--- src/rtl/timer_pkg.sv ---
// Shared definitions for the BCD cook-timer: FSM states, digit limits and sanitising helpers.
// Digit index 0 is seconds, 1 is tens-of-seconds, 2 and up are minute digits.
package timer_pkg;

    localparam int          DIGIT_W   = 4;
    localparam logic [3:0]  DIGIT_MAX = 4'd9;
    localparam logic [3:0]  TENS_MAX  = 4'd5;

    typedef enum logic [1:0] {
        ST_IDLE   = 2'd0,
        ST_RUN    = 2'd1,
        ST_PAUSED = 2'd2,
        ST_DONE   = 2'd3
    } state_e;

    function automatic logic [3:0] digit_max(input int idx);
        return (idx == 1) ? TENS_MAX : DIGIT_MAX;
    endfunction

    function automatic logic [3:0] bcd_sat(input logic [3:0] d, input logic [3:0] mx);
        return (d > mx) ? mx : d;
    endfunction

endpackage

--- src/rtl/bcd_digit.sv ---
// One BCD digit register wrapping at MAX; clear > load > inc > dec.
// Carry/borrow are combinational so a chain of digits ripples within one cycle.
module bcd_digit #(
    parameter logic [3:0] MAX = 4'd9
) (
    input  logic       clk,
    input  logic       reset,
    input  logic       inc,
    input  logic       dec,
    input  logic       load,
    input  logic       clear,
    input  logic [3:0] load_val,
    output logic [3:0] value,
    output logic       carry,
    output logic       borrow,
    output logic       is_zero,
    output logic       is_max
);

    logic [3:0] value_q, value_d;

    assign value   = value_q;
    assign is_zero = (value_q == 4'd0);
    assign is_max  = (value_q == MAX);
    assign carry   = inc & is_max;
    assign borrow  = dec & is_zero;

    always_comb begin
        value_d = value_q;
        if (clear) begin
            value_d = 4'd0;
        end else if (load) begin
            value_d = load_val;
        end else if (inc) begin
            value_d = is_max ? 4'd0 : value_q + 4'd1;
        end else if (dec) begin
            value_d = is_zero ? MAX : value_q - 4'd1;
        end
    end

    always_ff @(posedge clk or negedge reset) begin
        if (!reset) begin
            value_q <= 4'd0;
        end else begin
            value_q <= value_d;
        end
    end

endmodule

--- src/rtl/bcd_countdown_core.sv ---
// BCD mm:ss cook-timer counting down (or up to a target) on a 1 s tick; one-cycle command latency.
// Commands resolve clear > load > stop > start > tick; done holds the count until clear or load.
module bcd_countdown_core
    import timer_pkg::*;
#(
    parameter int MIN_DIGITS = 2
) (
    input  logic                    clk,
    input  logic                    reset,
    input  logic                    tick,
    input  logic                    up_mode,
    input  logic                    load,
    input  logic                    start,
    input  logic                    stop,
    input  logic                    clear,
    input  logic [3:0]              seconds_prog,
    input  logic [3:0]              tens_seconds_prog,
    input  logic [4*MIN_DIGITS-1:0] minutes_prog,
    output logic [3:0]              seconds,
    output logic [3:0]              tens_seconds,
    output logic [4*MIN_DIGITS-1:0] minutes,
    output logic                    running,
    output logic                    done,
    output logic                    alarm
);

    localparam int NUM = 2 + MIN_DIGITS;
    localparam int W   = DIGIT_W * NUM;

    state_e         state_q, state_d;
    logic           mode_q, mode_d;
    logic [W-1:0]   target_q, target_d;
    logic           alarm_q, alarm_d;

    logic           step_inc, step_dec, cnt_load, cnt_clear;
    logic [W-1:0]   prog_raw, prog_san, cnt_flat, post_flat;
    logic [NUM-1:0] max_v, zero_v;
    logic           all_max, term_now, term_post;
    logic           unused_top;

    assign prog_raw = {minutes_prog, tens_seconds_prog, seconds_prog};

    always_comb begin
        prog_san = '0;
        for (int i = 0; i < NUM; i++) begin
            prog_san[i*4 +: 4] = bcd_sat(prog_raw[i*4 +: 4], digit_max(i));
        end
    end

    for (genvar i = 0; i < NUM; i++) begin : g_dig
        logic       inc, dec, carry, borrow, is_zero, is_max;
        logic [3:0] value;

        if (i == 0) begin : g_lsd
            assign inc = step_inc;
            assign dec = step_dec;
        end else begin : g_chain
            assign inc = g_dig[i-1].carry;
            assign dec = g_dig[i-1].borrow;
        end

        bcd_digit #(.MAX(digit_max(i))) u_digit (
            .clk      (clk),
            .reset    (reset),
            .inc      (inc),
            .dec      (dec),
            .load     (cnt_load),
            .clear    (cnt_clear),
            .load_val (prog_san[i*4 +: 4]),
            .value    (value),
            .carry    (carry),
            .borrow   (borrow),
            .is_zero  (is_zero),
            .is_max   (is_max)
        );

        assign cnt_flat[i*4 +: 4] = value;
        assign max_v[i]           = is_max;
        assign zero_v[i]          = is_zero;
    end

    // Wrap out of the most significant digit never happens: up-count saturates, down-count stops at zero.
    assign unused_top = g_dig[NUM-1].carry | g_dig[NUM-1].borrow;

    // Value the counter would take if this cycle's tick is applied, used for the same-edge terminal test.
    always_comb begin
        logic c;
        c         = 1'b1;
        post_flat = cnt_flat;
        for (int i = 0; i < NUM; i++) begin
            if (c) begin
                if (mode_q) begin
                    post_flat[i*4 +: 4] = max_v[i] ? 4'd0 : cnt_flat[i*4 +: 4] + 4'd1;
                    c = max_v[i];
                end else begin
                    post_flat[i*4 +: 4] = zero_v[i] ? digit_max(i) : cnt_flat[i*4 +: 4] - 4'd1;
                    c = zero_v[i];
                end
            end
        end
    end

    assign all_max   = &max_v;
    assign term_now  = mode_q ? (cnt_flat == target_q) : (&zero_v);
    assign term_post = mode_q ? (post_flat == target_q) : (post_flat == '0);

    always_comb begin
        state_d   = state_q;
        mode_d    = mode_q;
        target_d  = target_q;
        alarm_d   = 1'b0;
        step_inc  = 1'b0;
        step_dec  = 1'b0;
        cnt_load  = 1'b0;
        cnt_clear = 1'b0;
        if (clear) begin
            cnt_clear = 1'b1;
            target_d  = '0;
            state_d   = ST_IDLE;
        end else if (load) begin
            mode_d  = up_mode;
            state_d = ST_IDLE;
            if (up_mode) begin
                cnt_clear = 1'b1;
                target_d  = prog_san;
            end else begin
                cnt_load = 1'b1;
                target_d = '0;
            end
        end else if (stop) begin
            if (state_q == ST_RUN) begin
                state_d = ST_PAUSED;
            end
        end else if (start) begin
            if (state_q == ST_IDLE || state_q == ST_PAUSED) begin
                if (term_now) begin
                    state_d = ST_DONE;
                    alarm_d = 1'b1;
                end else begin
                    state_d = ST_RUN;
                end
            end
        end else if (tick && state_q == ST_RUN) begin
            if (mode_q && all_max) begin
                state_d = ST_DONE;
                alarm_d = 1'b1;
            end else begin
                step_inc = mode_q;
                step_dec = ~mode_q;
                if (term_post) begin
                    state_d = ST_DONE;
                    alarm_d = 1'b1;
                end
            end
        end
    end

    always_ff @(posedge clk or negedge reset) begin
        if (!reset) begin
            state_q  <= ST_IDLE;
            mode_q   <= 1'b0;
            target_q <= '0;
            alarm_q  <= 1'b0;
        end else begin
            state_q  <= state_d;
            mode_q   <= mode_d;
            target_q <= target_d;
            alarm_q  <= alarm_d;
        end
    end

    assign seconds      = cnt_flat[3:0];
    assign tens_seconds = cnt_flat[7:4];
    assign minutes      = cnt_flat[W-1:8];
    assign running      = (state_q == ST_RUN);
    assign done         = (state_q == ST_DONE);
    assign alarm        = alarm_q;

endmodule

--- config.mk ---
export PLATFORM = sky130hd
export DESIGN_NAME = bcd_countdown_core
export DESIGN_NICKNAME = d
export VERILOG_FILES = /design/src/rtl/timer_pkg.sv /design/src/rtl/bcd_digit.sv /design/src/rtl/bcd_countdown_core.sv
export SDC_FILE = /design/constraint.sdc
export NUM_CORES = 1
export LEC_CHECK = 0
export BUFFER_PORTS_ARGS = -buffer_cell sky130_fd_sc_hd__buf_2
export CAP_MARGIN = 30
export CORE_MARGIN = 5
export CORE_UTILIZATION = 35
export CTS_BUF_LIST = sky130_fd_sc_hd__clkbuf_4 sky130_fd_sc_hd__clkbuf_8 sky130_fd_sc_hd__clkbuf_16
export DETAILED_ROUTE_END_ITERATION = 8
export SKIP_CTS_REPAIR_TIMING = 1
export SYNTH_ARGS = -nofsm -noshare
export SYNTH_HDL_FRONTEND = slang
export SYNTH_HIERARCHICAL = 1
export SYNTH_SLANG_ARGS = --single-unit
--- constraint.sdc ---
create_clock -name clk -period 3.55 [get_ports clk]
set_clock_uncertainty 0.15 [all_clocks]
set_input_delay 0.355 -clock clk [delete_from_list [all_inputs] [get_ports clk]]
set_output_delay 0.355 -clock clk [all_outputs]
set_load 0.005 [all_outputs]
-- After elaboration in Yosys (flattened, before gate mapping)
Index checks and enable logic that the tools add are counted.
- add/sub/neg operators: 8
- order comparisons: 4
- eq/ne operators: 11
- muxes and demuxes: 82
- bitwise logic cells: 8
- reduce and logical (&&, ||, !) cells: 20
- operators with widths (operator ; count):
    two-way mux 4 bit ; 35
    two-way mux 16 bit ; 3
    two-way mux 1 bit ; 34
    equality test 16 bit ; 2
    two-way mux 2 bit ; 10
    adder 4 x 1 -> 4 bit (second input constant) ; 4
    logical NOT 16 bit ; 1
    logical NOT 4 bit ; 4
    nonzero test 4 bit ; 4
    subtractor 4 x 1 -> 4 bit (second input constant) ; 4
    equality test 4 bit (second input constant) ; 3
    > comparator 4 bit (second input constant) ; 3
    AND reduction 4 bit ; 3
    bitwise AND 1 bit ; 6
    nonzero test 6 bit ; 1
    != test 5 x 2 -> 1 bit (second input constant) ; 1
    nonzero test 5 bit ; 1
    equality test 2 bit (second input constant) ; 2
    equality test 4 x 3 -> 1 bit (second input constant) ; 1
    > comparator 4 x 3 -> 1 bit (second input constant) ; 1
    != test 4 x 2 -> 1 bit (second input constant) ; 1
    equality test 2 x 1 -> 1 bit (second input constant) ; 1
    logical AND 1 bit ; 2
    logical NOT 2 bit ; 1
    4 further kinds ; 5
- bits in registers: 36
- input bits: 24

-- Depth between registers and ports, before layout
Gate-level depths: netlist (run 1).
- depth in word-level cells: 16
- mapped depth: 19

-- Cells and area by module
Netlist (run 1), hierarchy kept.
- modules (own cells, without submodules) (module ; instances ; cells each ; area an instance (um^2) ; sequential area each (um^2)):
    bcd_countdown_core ; 1 ; 319 ; 2539.9 ; 500.5
    bcd_digit (g_dig[0].u_digit ...) ; 3 ; 58 ; 455.4 ; 100.1
    bcd_digit (g_dig[1].u_digit) ; 1 ; 50 ; 421.7 ; 100.1

-- Worst setup path before layout (run 1)
Ideal clock, no wire load.
- kind: register to register
- start: register g_dig[0].u_digit.value_q[1]
- end: register g_dig[3].u_digit.value_q[3]
- data arrival time: 3.694 ns
- data required time: 3.299 ns
- slack: -0.394 ns
- cell stages (with the launch flop): 20
- path buffers: 6
- clock period less this slack: 3.944 ns
- cell sequence: dfrtp_1 -> inv_1 -> ha_1 -> and3b_2 -> buf_2 -> buf_6 -> nand4_1 -> nand2_1 -> nor4_1 -> buf_4 -> and2_1 -> buf_6 -> and3_1 -> buf_4 -> and2_1 -> buf_4 -> nor3_1 -> o21ai_0 -> o211ai_1 -> o32ai_1
- cells in the longest elaborated chain, start to end: 15
- elaborated cells on any way between the ends: 26
- those cells by class: eq/ne: 1; mux: 15; bitwise: 6; reduce/logical: 4
- ends and longest elaborated chain (element ; RTL line ; RTL):
    start, declared ; bcd_digit.sv:20 ; logic [3:0] value_q, value_d;
    start signal, assigned ; bcd_digit.sv:45 ; value_q <= value_d;
    equality test 4 bit (*) ; bcd_digit.sv:24 ; assign is_max = (value_q == MAX);
    via g_dig[0].is_max ; bcd_countdown_core.sv:51 ; logic inc, dec, carry, borrow, is_zero, is_max;
    AND reduction 4 bit (*) ; bcd_countdown_core.sv:103 ; assign all_max = &max_v;
    logical AND 1 bit (*) ; bcd_countdown_core.sv:144 ; if (mode_q && all_max) begin
    two-way mux 1 bit (*) ; bcd_countdown_core.sv:144 ;
    two-way mux 1 bit (*) ; bcd_countdown_core.sv:143 ; end else if (tick && state_q == ST_RUN) begin
    two-way mux 1 bit (*) ; bcd_countdown_core.sv:134 ; end else if (start) begin
    two-way mux 1 bit (*) ; bcd_countdown_core.sv:130 ; end else if (stop) begin
    [2 not listed] ; - ;
    via g_dig[0].inc ; bcd_countdown_core.sv:51 ;
    [1 not listed] ; - ;
    via g_dig[0].carry ; bcd_countdown_core.sv:51 ;
    bitwise AND 1 bit (*) ; bcd_digit.sv:25 ; assign carry = inc & is_max;
    via g_dig[1].carry ; bcd_countdown_core.sv:51 ;
    bitwise AND 1 bit (*) ; bcd_digit.sv:25 ;
    via g_dig[2].carry ; bcd_countdown_core.sv:51 ;
    two-way mux 4 bit ; bcd_digit.sv:34 ; end else if (inc) begin
    two-way mux 4 bit ; bcd_digit.sv:32 ; end else if (load) begin
    two-way mux 4 bit ; bcd_digit.sv:30 ; if (clear) begin
    end signal, assigned ; bcd_digit.sv:45 ;
    end, declared ; bcd_digit.sv:20 ;
The timed path passes the listed nets; every way through them passes the cells marked *.
A chain may end at the register's enable or synchronous reset.

-- Worst setup path after layout (run 1)
- start: register g_dig[0].u_digit.value_q[0]
- end: register state_q[1]
- cells in the longest elaborated chain, start to end: 9
- elaborated cells on any way between the ends: 31
- those cells by class: add/sub: 2; eq/ne: 3; mux: 19; reduce/logical: 7
- ends and longest elaborated chain (element ; RTL line ; RTL):
    logical NOT 4 bit (*) ; bcd_digit.sv:23 ; assign is_zero = (value_q == 4'd0);
    via g_dig[0].is_zero ; bcd_countdown_core.sv:51 ;
    two-way mux 1 bit / AND reduction 4 bit (equally long branches) ; bcd_countdown_core.sv:92, bcd_countdown_core.sv:104 ;
    two-way mux 1 bit (on tied branches) ; bcd_countdown_core.sv:91, bcd_countdown_core.sv:104 ;
    two-way mux 1 bit / two-way mux 2 bit (equally long branches) ; bcd_countdown_core.sv:91, bcd_countdown_core.sv:136 ;
    two-way mux 4 bit / two-way mux 2 bit (equally long branches) ; bcd_countdown_core.sv:91, bcd_countdown_core.sv:135 ;
    equality test 16 bit, or another cell as far along ; bcd_countdown_core.sv:105 ; assign term_post = mode_q ? (post_flat == target_q) : (post_flat == '0);
    two-way mux 1 bit / two-way mux 2 bit (equally long branches) ; bcd_countdown_core.sv:105, bcd_countdown_core.sv:130 ;
    nonzero test 6 bit (no line) / two-way mux 2 bit (equally long branches) ; - ;
    AND reduction 4 bit (no line) / two-way mux 2 bit (equally long branches) ; - ;
    end signal, assigned ; bcd_countdown_core.sv:165 ; state_q <= state_d;
    end, declared ; bcd_countdown_core.sv:30 ; state_e state_q, state_d;
The timed path passes the listed nets; every way through them passes the cells marked *. The select of a mux whose other input is x is not followed.

==> flow_summary_export.csv, run 1 <==
group,metric,value,unit
synthesis,syn_nets,588,
worst_setup_path,crit_start,"g_dig[0].u_digit/value[0]$_DFFE_PN0P_",
power_and_ir_drop,p_per_area,285.2,nW/µm²
clock_network,cts_tree,"yes",
worst_setup_path,r2r_slack,0.26,ns
sta,period_minus_slack,3.292,ns
clock_network,numCtsBuffers,5,
floorplan,start_util,35.77,%
synthesis,synth.avg_cell_area,7.974,µm²
routing,vias_per_cell,5.771,
worst_setup_path,cp-end-kind,"register",
worst_setup_path,cpMostUsedCell,"o21ai_1",
job,cap_violations,0,
global_routing,grt_max_degree,37,
global_routing,grt_usage,17.60,%
hold_path,hp-class,"input port to asynchronous set/reset pin",
synthesis,syn_inst,541,
worst_setup_path,r2r_start,"g_dig[0].u_digit/value[0]$_DFFE_PN0P_",
clock_network,cts_max_path_buffers,2,
worst_setup_path,required,3.58,ns
final_layout,final_nets,632,
sta,maxSlewHeadroom,42.61,%
worst_setup_path,crit_family,"compound AO/OA/AOI/OAI gates",
clock_network,cts-root-buf,"clkbuf_16",
worst_setup_path,arrival,3.33,ns
synthesis,syn_area,4314,µm²
worst_setup_path,path_class,"register to register",
worst_setup_path,cp_num_buf_inv,2,
global_routing,first_global_vias,4082,
power_and_ir_drop,peakVddDrop,0.0001563,V
routing,ant_nets,0,
sta,whs,0.03744,ns
sta,finalHoldViolCount,0,
floorplan,coreArea,12060,µm²
routing,dr_total_vias,4351,
power_and_ir_drop,p_leak,2.080,nW
synthesis,synth-warning-count,6,
global_routing,antenna_found_initial,0,
floorplan,die_w,121.0,µm
sta,min_period_over_period,92.74,%
routing,routedWlPerCell,17.36,µm
worst_setup_path,path_cells,"inv_1 > ha_1 > nor3b_2 > buf_4 > nand4b_1 > a22o_1 > o21ai_1 > a2bb2oi_1 > o2111ai_1 > nor4_2 > o21ai_1 > a311oi_1",
final_layout,drive_gt1_share,21.84,%
routing,drt_iter0_drc,325,
outcome,status,"completed",
sta,setup_viol,0,
clock_network,clk_latency,0.28,ns
final_layout,antennaDiodeCount,0,
worst_setup_path,crit_fanout,14,
place,hpwlAfterDp,9.854,mm
place,routabilityCongestion,0.9494,
worst_setup_path,max_stage_delay,0.41,ns
worst_setup_path,worst_r2r_path_depth,12,
final_layout,final_common_cell,"buf_2",
routing,drc,0,
worst_setup_path,crit_slowest_cell,"dfrtp_2",
final_layout,syn_to_final_growth,14.01,%
sta,rsz0062_at_grt,"false",
floorplan,num_io_pins,43,
floorplan,dieArea,14650,µm²
final_layout,final.fill_count,1225,
sta,worst_pin_slew,0.8608,ns
worst_setup_path,rr_endpoint,"state_q[1]$_DFFE_PN0P_",
worst_setup_path,startpoint_type,"register",
clock_network,cts.clk_slew.worst_paths,0.06,ns
floorplan,num_rows,40,
sta,max_freq,303.8,MHz
global_routing,grt_pass1_wl,20.93,mm
clock_network,cts.sinks,36,
floorplan,die_h,121.0,µm
final_layout,final_cell_mix,"42 x buf_2, 33 x nand2_1, 32 x nor2_1, 32 x dfrtp_1, 32 x buf_4",
power_and_ir_drop,power.total,1.403,mW
sta,slew_viol_final,0,
sta,fin_setup_tns,0,ns
place,portBuffers,42,
routing,routed_wl,13.09,mm
routing,dr.pass1.iters,5,
global_routing,grt-ovfl-total,0,
clock_network,h-tree-depth,2,
## flip-flops by register name, indices dropped and copies added, names as in the netlist
name / cells
state_q: 2
alarm: 1
target_q: 16
g_dig.u_digit/value: 16
mode_q: 1
## per-layer routing
metal  wire length, µm  track usage, %  up-vias
li1                  -               -     2096
met1              5874           23.71     2080
met2              6115           28.66      151
met3               800           3.030       24
met4               300           5.453        0
met5                 0               0        -
## report_power, final
group	internal, mW	total [mW]	switching, mW
clock network	0.296	0.469	0.173
registers	0.426	0.452	0.0256
logic	0.201	0.482	0.281
## metrics by stage
step	setup slack, ns	util, %	instances	cell area (µm²)
final	0.2579	40.78	754	4918
after global routing	0.03855	40.78	754	4918
after CTS	0.2078	40.76	754	4916
after detailed placement	0.2247	39.48	746	4762
after global placement	0.3536	39.48	746	4762
after floorplan	0.002006	-	541	4344
## how the worst max path moves through the flow
stage | cells past startpoint | to
6_report | 12 | state_q[1]$_DFFE_PN0P_
4_1_cts | 12 | state_q[1]$_DFFE_PN0P_
3_5_place_dp | 12 | state_q[1]$_DFFE_PN0P_
2_1_floorplan | 19 | g_dig[3].u_digit/value[3]$_DFFE_PN0P_
3_3_place_gp | 12 | state_q[1]$_DFFE_PN0P_
5_1_grt | 13 | g_dig[3].u_digit/value[3]$_DFFE_PN0P_
## worst register-to-register path, delay by kind of cell, from the launching register on
family	cells	cell delay [ns]
flops	1	0.41
compound gates	6	1.18
buf+inv	2	0.38
simple gates	3	0.85
fa+ha+maj	1	0.22
## layout make-up
cell class / instances / area (µm²) / share of cell area [%]
Inverter: 35 / 131.4 / 2.671
Multi-Input combinational cell: 433 / 3067 / 62.35
Tap cell: 168 / 210.2 / 4.274
Clock buffer: 8 / 153.9 / 3.129
Timing Repair Buffer: 74 / 450.4 / 9.158
Sequential cell: 36 / 905.9 / 18.42
No activity file was read; power rests on OpenSTA's default activity.
==> run 2, diff against run 1 <==
--- a/config.mk
+++ b/config.mk
@@ -14,5 +14,4 @@
 export SKIP_CTS_REPAIR_TIMING = 1
 export SYNTH_ARGS = -nofsm -noshare
 export SYNTH_HDL_FRONTEND = slang
-export SYNTH_HIERARCHICAL = 1
 export SYNTH_SLANG_ARGS = --single-unit
==> flow_summary_export.csv, run 2 <==
group,metric,value,unit
clock_network,cts.sinks,36,
synthesis,synth_cell_types,69,
clock_network,cts-root-buf,"clkbuf_8",
sta,slew_viol_final,0,
final_layout,final_cell_mix,"58 x nand2_1, 48 x nor2_1, 47 x buf_4",
worst_setup_path,cp-end-kind,"register",
synthesis,synth_edf_count,0,
worst_setup_path,crit_slowest_cell,"or4b_4",
sta,worst_pin_slew,0.9024,ns
clock_network,cts_max_path_buffers,2,
sta,whs,0.02610,ns
final_layout,final_cells,686,
place,hpwlAfterDp,9.698,mm
synthesis,ys_seq_area_share,24.03,%
global_routing,grt-ovfl-total,0,
job,cap_violations,0,
clock_network,numCtsBuffers,5,
sta,finalHoldViolCount,0,
worst_setup_path,r2r_start,"mode_q$_DFFE_PN0P_",
final_layout,final_nets,585,
clock_network,cts_tree,"yes",
routing,drt_iter0_drc,309,
outcome,status,"completed",
worst_setup_path,required,3.59,ns
worst_setup_path,r2r_slack,0.04,ns
clock_network,h-tree-depth,2,
synthesis,async_flop_share,100.0,%
worst_setup_path,crit_fanout,8,
worst_setup_path,startpoint_type,"register",
floorplan,start_util,36.15,%
floorplan,die_w,113.5,µm
worst_setup_path,max_stage_delay,0.60,ns
worst_setup_path,cp_num_buf_inv,2,
power_and_ir_drop,power.total,1.694,mW
routing,dr_total_vias,4012,
final_layout,regArea,900.9,µm²
final_layout,multi_input_area,2758,µm²
place,portBuffers,42,
clock_network,clk_latency,0.30,ns
synthesis,synthFlopType,"dfrtp_1",
routing,drc,0,
routing,vias_per_cell,5.848,
worst_setup_path,crit_family,"simple AND/OR/NAND/NOR gates",
power_and_ir_drop,peakVddDrop,0.0001639,V
place,place_area,4317,µm²
floorplan,die_h,113.5,µm
worst_setup_path,arrival,3.55,ns
floorplan,num_io_pins,43,
synthesis,synth_area_leaders,"dfrtp_1 24%, nand2_1 5.9%, o21ai_0 4.8%",
worst_setup_path,path_cells,"or4b_4 > buf_6 > a221oi_4 > buf_4 > a21oi_2 > nor4_2 > nand4_1 > or4_4 > o21a_1 > o31a_1 > a21o_1",
sta,setup_viol,0,
floorplan,coreArea,10370,µm²
synthesis,syn_inst,485,
synthesis,synth_commonest_cells,"59 x nand2_1, 48 x nor2_1, 36 x dfrtp_1, 36 x o21ai_0",
synthesis,synth.avg_cell_area,7.729,µm²
synthesis,synth-warning-count,0,
global_routing,first_global_vias,3985,
clock_network,cts.clk_slew.worst_paths,0.09,ns
global_routing,grt_pass1_wl,20.64,mm
sta,maxSlewHeadroom,39.84,%
global_routing,antenna_found_initial,0,
place,routabilityCongestion,0.9552,
routing,ant_nets,0,
worst_setup_path,path_class,"register to register",
hold_path,hp-class,"input port to asynchronous set/reset pin",
final_layout,final.fill_count,1048,
global_routing,grt_usage,19.80,%
final_layout,antennaDiodeCount,0,
routing,dr.pass1.iters,5,
sta,min_period_over_period,98.83,%
synthesis,syn_nets,521,
routing,routedWlPerCell,18.58,µm
final_layout,design_area,4582,µm²
sta,rsz0062_at_grt,"true",
synthesis,synth_top_area_share,24.03,%
sta,max_freq,285.0,MHz
final_layout,syn_to_final_growth,22.23,%
synthesis,yosysTopAreaCell,"dfrtp_1",
worst_setup_path,crit_start,"mode_q$_DFFE_PN0P_",
synthesis,synth_most_common_cell,"nand2_1",
floorplan,num_rows,37,
global_routing,grt_max_degree,37,
power_and_ir_drop,p_leak,1.960,nW
final_layout,drive_gt1_share,24.91,%
synthesis,syn_area,3749,µm²
routing,routed_wl,12.75,mm
synthesis,synth_seq_cells,36,
floorplan,dieArea,12880,µm²
place,placed_cells,672,
sta,period_minus_slack,3.508,ns
final_layout,final_common_cell,"nand2_1",
power_and_ir_drop,p_per_area,369.8,nW/µm²
[run 2: routing by layer]
| metal | up-vias | wire length, µm | global-route usage, % |
|---|---|---|---|
| met5 | - | 0 | 0 |
| met4 | 0 | 293 | 6.811 |
| met3 | 29 | 621 | 3.077 |
| met2 | 118 | 6083 | 32.35 |
| met1 | 1951 | 5750 | 26.57 |
| li1 | 1914 | - | - |
[run 2: final timing paths]
path / depth (start not counted) / end
min in group clk: 2 / g_dig[2].u_digit.value[1]$_DFFE_PN0P_
min reg2reg: 2 / target_q[12]$_DFFE_PN0P_
min: 1 / g_dig[0].u_digit.value[2]$_DFFE_PN0P_
max: 11 / state_q[1]$_DFFE_PN0P_
max reg2reg: 11 / state_q[1]$_DFFE_PN0P_
max in group asynchronous: 1 / g_dig[2].u_digit.value[3]$_DFFE_PN0P_
[run 2: area by class of cell]
| class | count | area share (%) |
|---|---|---|
| Multi-Input combinational cell | 398 | 60.19 |
| Sequential cell | 36 | 19.66 |
| Clock inverter | 3 | 0.9285 |
| Clock buffer | 5 | 1.502 |
| Tap cell | 136 | 3.714 |
| Inverter | 18 | 1.475 |
| Timing Repair Buffer | 90 | 12.53 |
[run 2: through the flow]
stage          util (%)  worst slack [ns]  setup TNS [ns]
6_report          44.18           0.04166               0
5_1_grt           44.18          -0.09121        -0.09121
4_1_cts           42.70          -0.02912        -0.02912
3_5_place_dp      41.63           0.02167               0
3_3_place_gp      41.63           0.03945               0
2_1_floorplan         -          0.005725               0
[run 2: logic make-up after synthesis]
group	synth area share [%]
buffers and inverters	5.674
DFF	24.03
adders and majority gates	4.005
xor gates and xnor gates	6.542
and+or+nand+nor	27.64
AOI/OAI and AO/OA	28.00
muxes	4.106
[run 2: worst register-to-register path, stage by stage, from the launching register on]
cell and delay, ns:
dfrtp_1 0.50, or4b_4 0.60, buf_6 0.14, a221oi_4 0.33, buf_4 0.18, a21oi_2 0.05, nor4_2 0.21, nand4_1 0.12
or4_4 0.54, o21a_1 0.20, o31a_1 0.24, a21o_1 0.15
[run 2: power by group]
part / internal [mW] / leakage (nW) / switching [mW] / total [mW]
Sequential: 0.436 / 0.486 / 0.0304 / 0.466
Combinational: 0.367 / 1.42 / 0.476 / 0.843
Clock: 0.208 / 0.0541 / 0.177 / 0.385
Total: 1.01 / 1.96 / 0.683 / 1.69
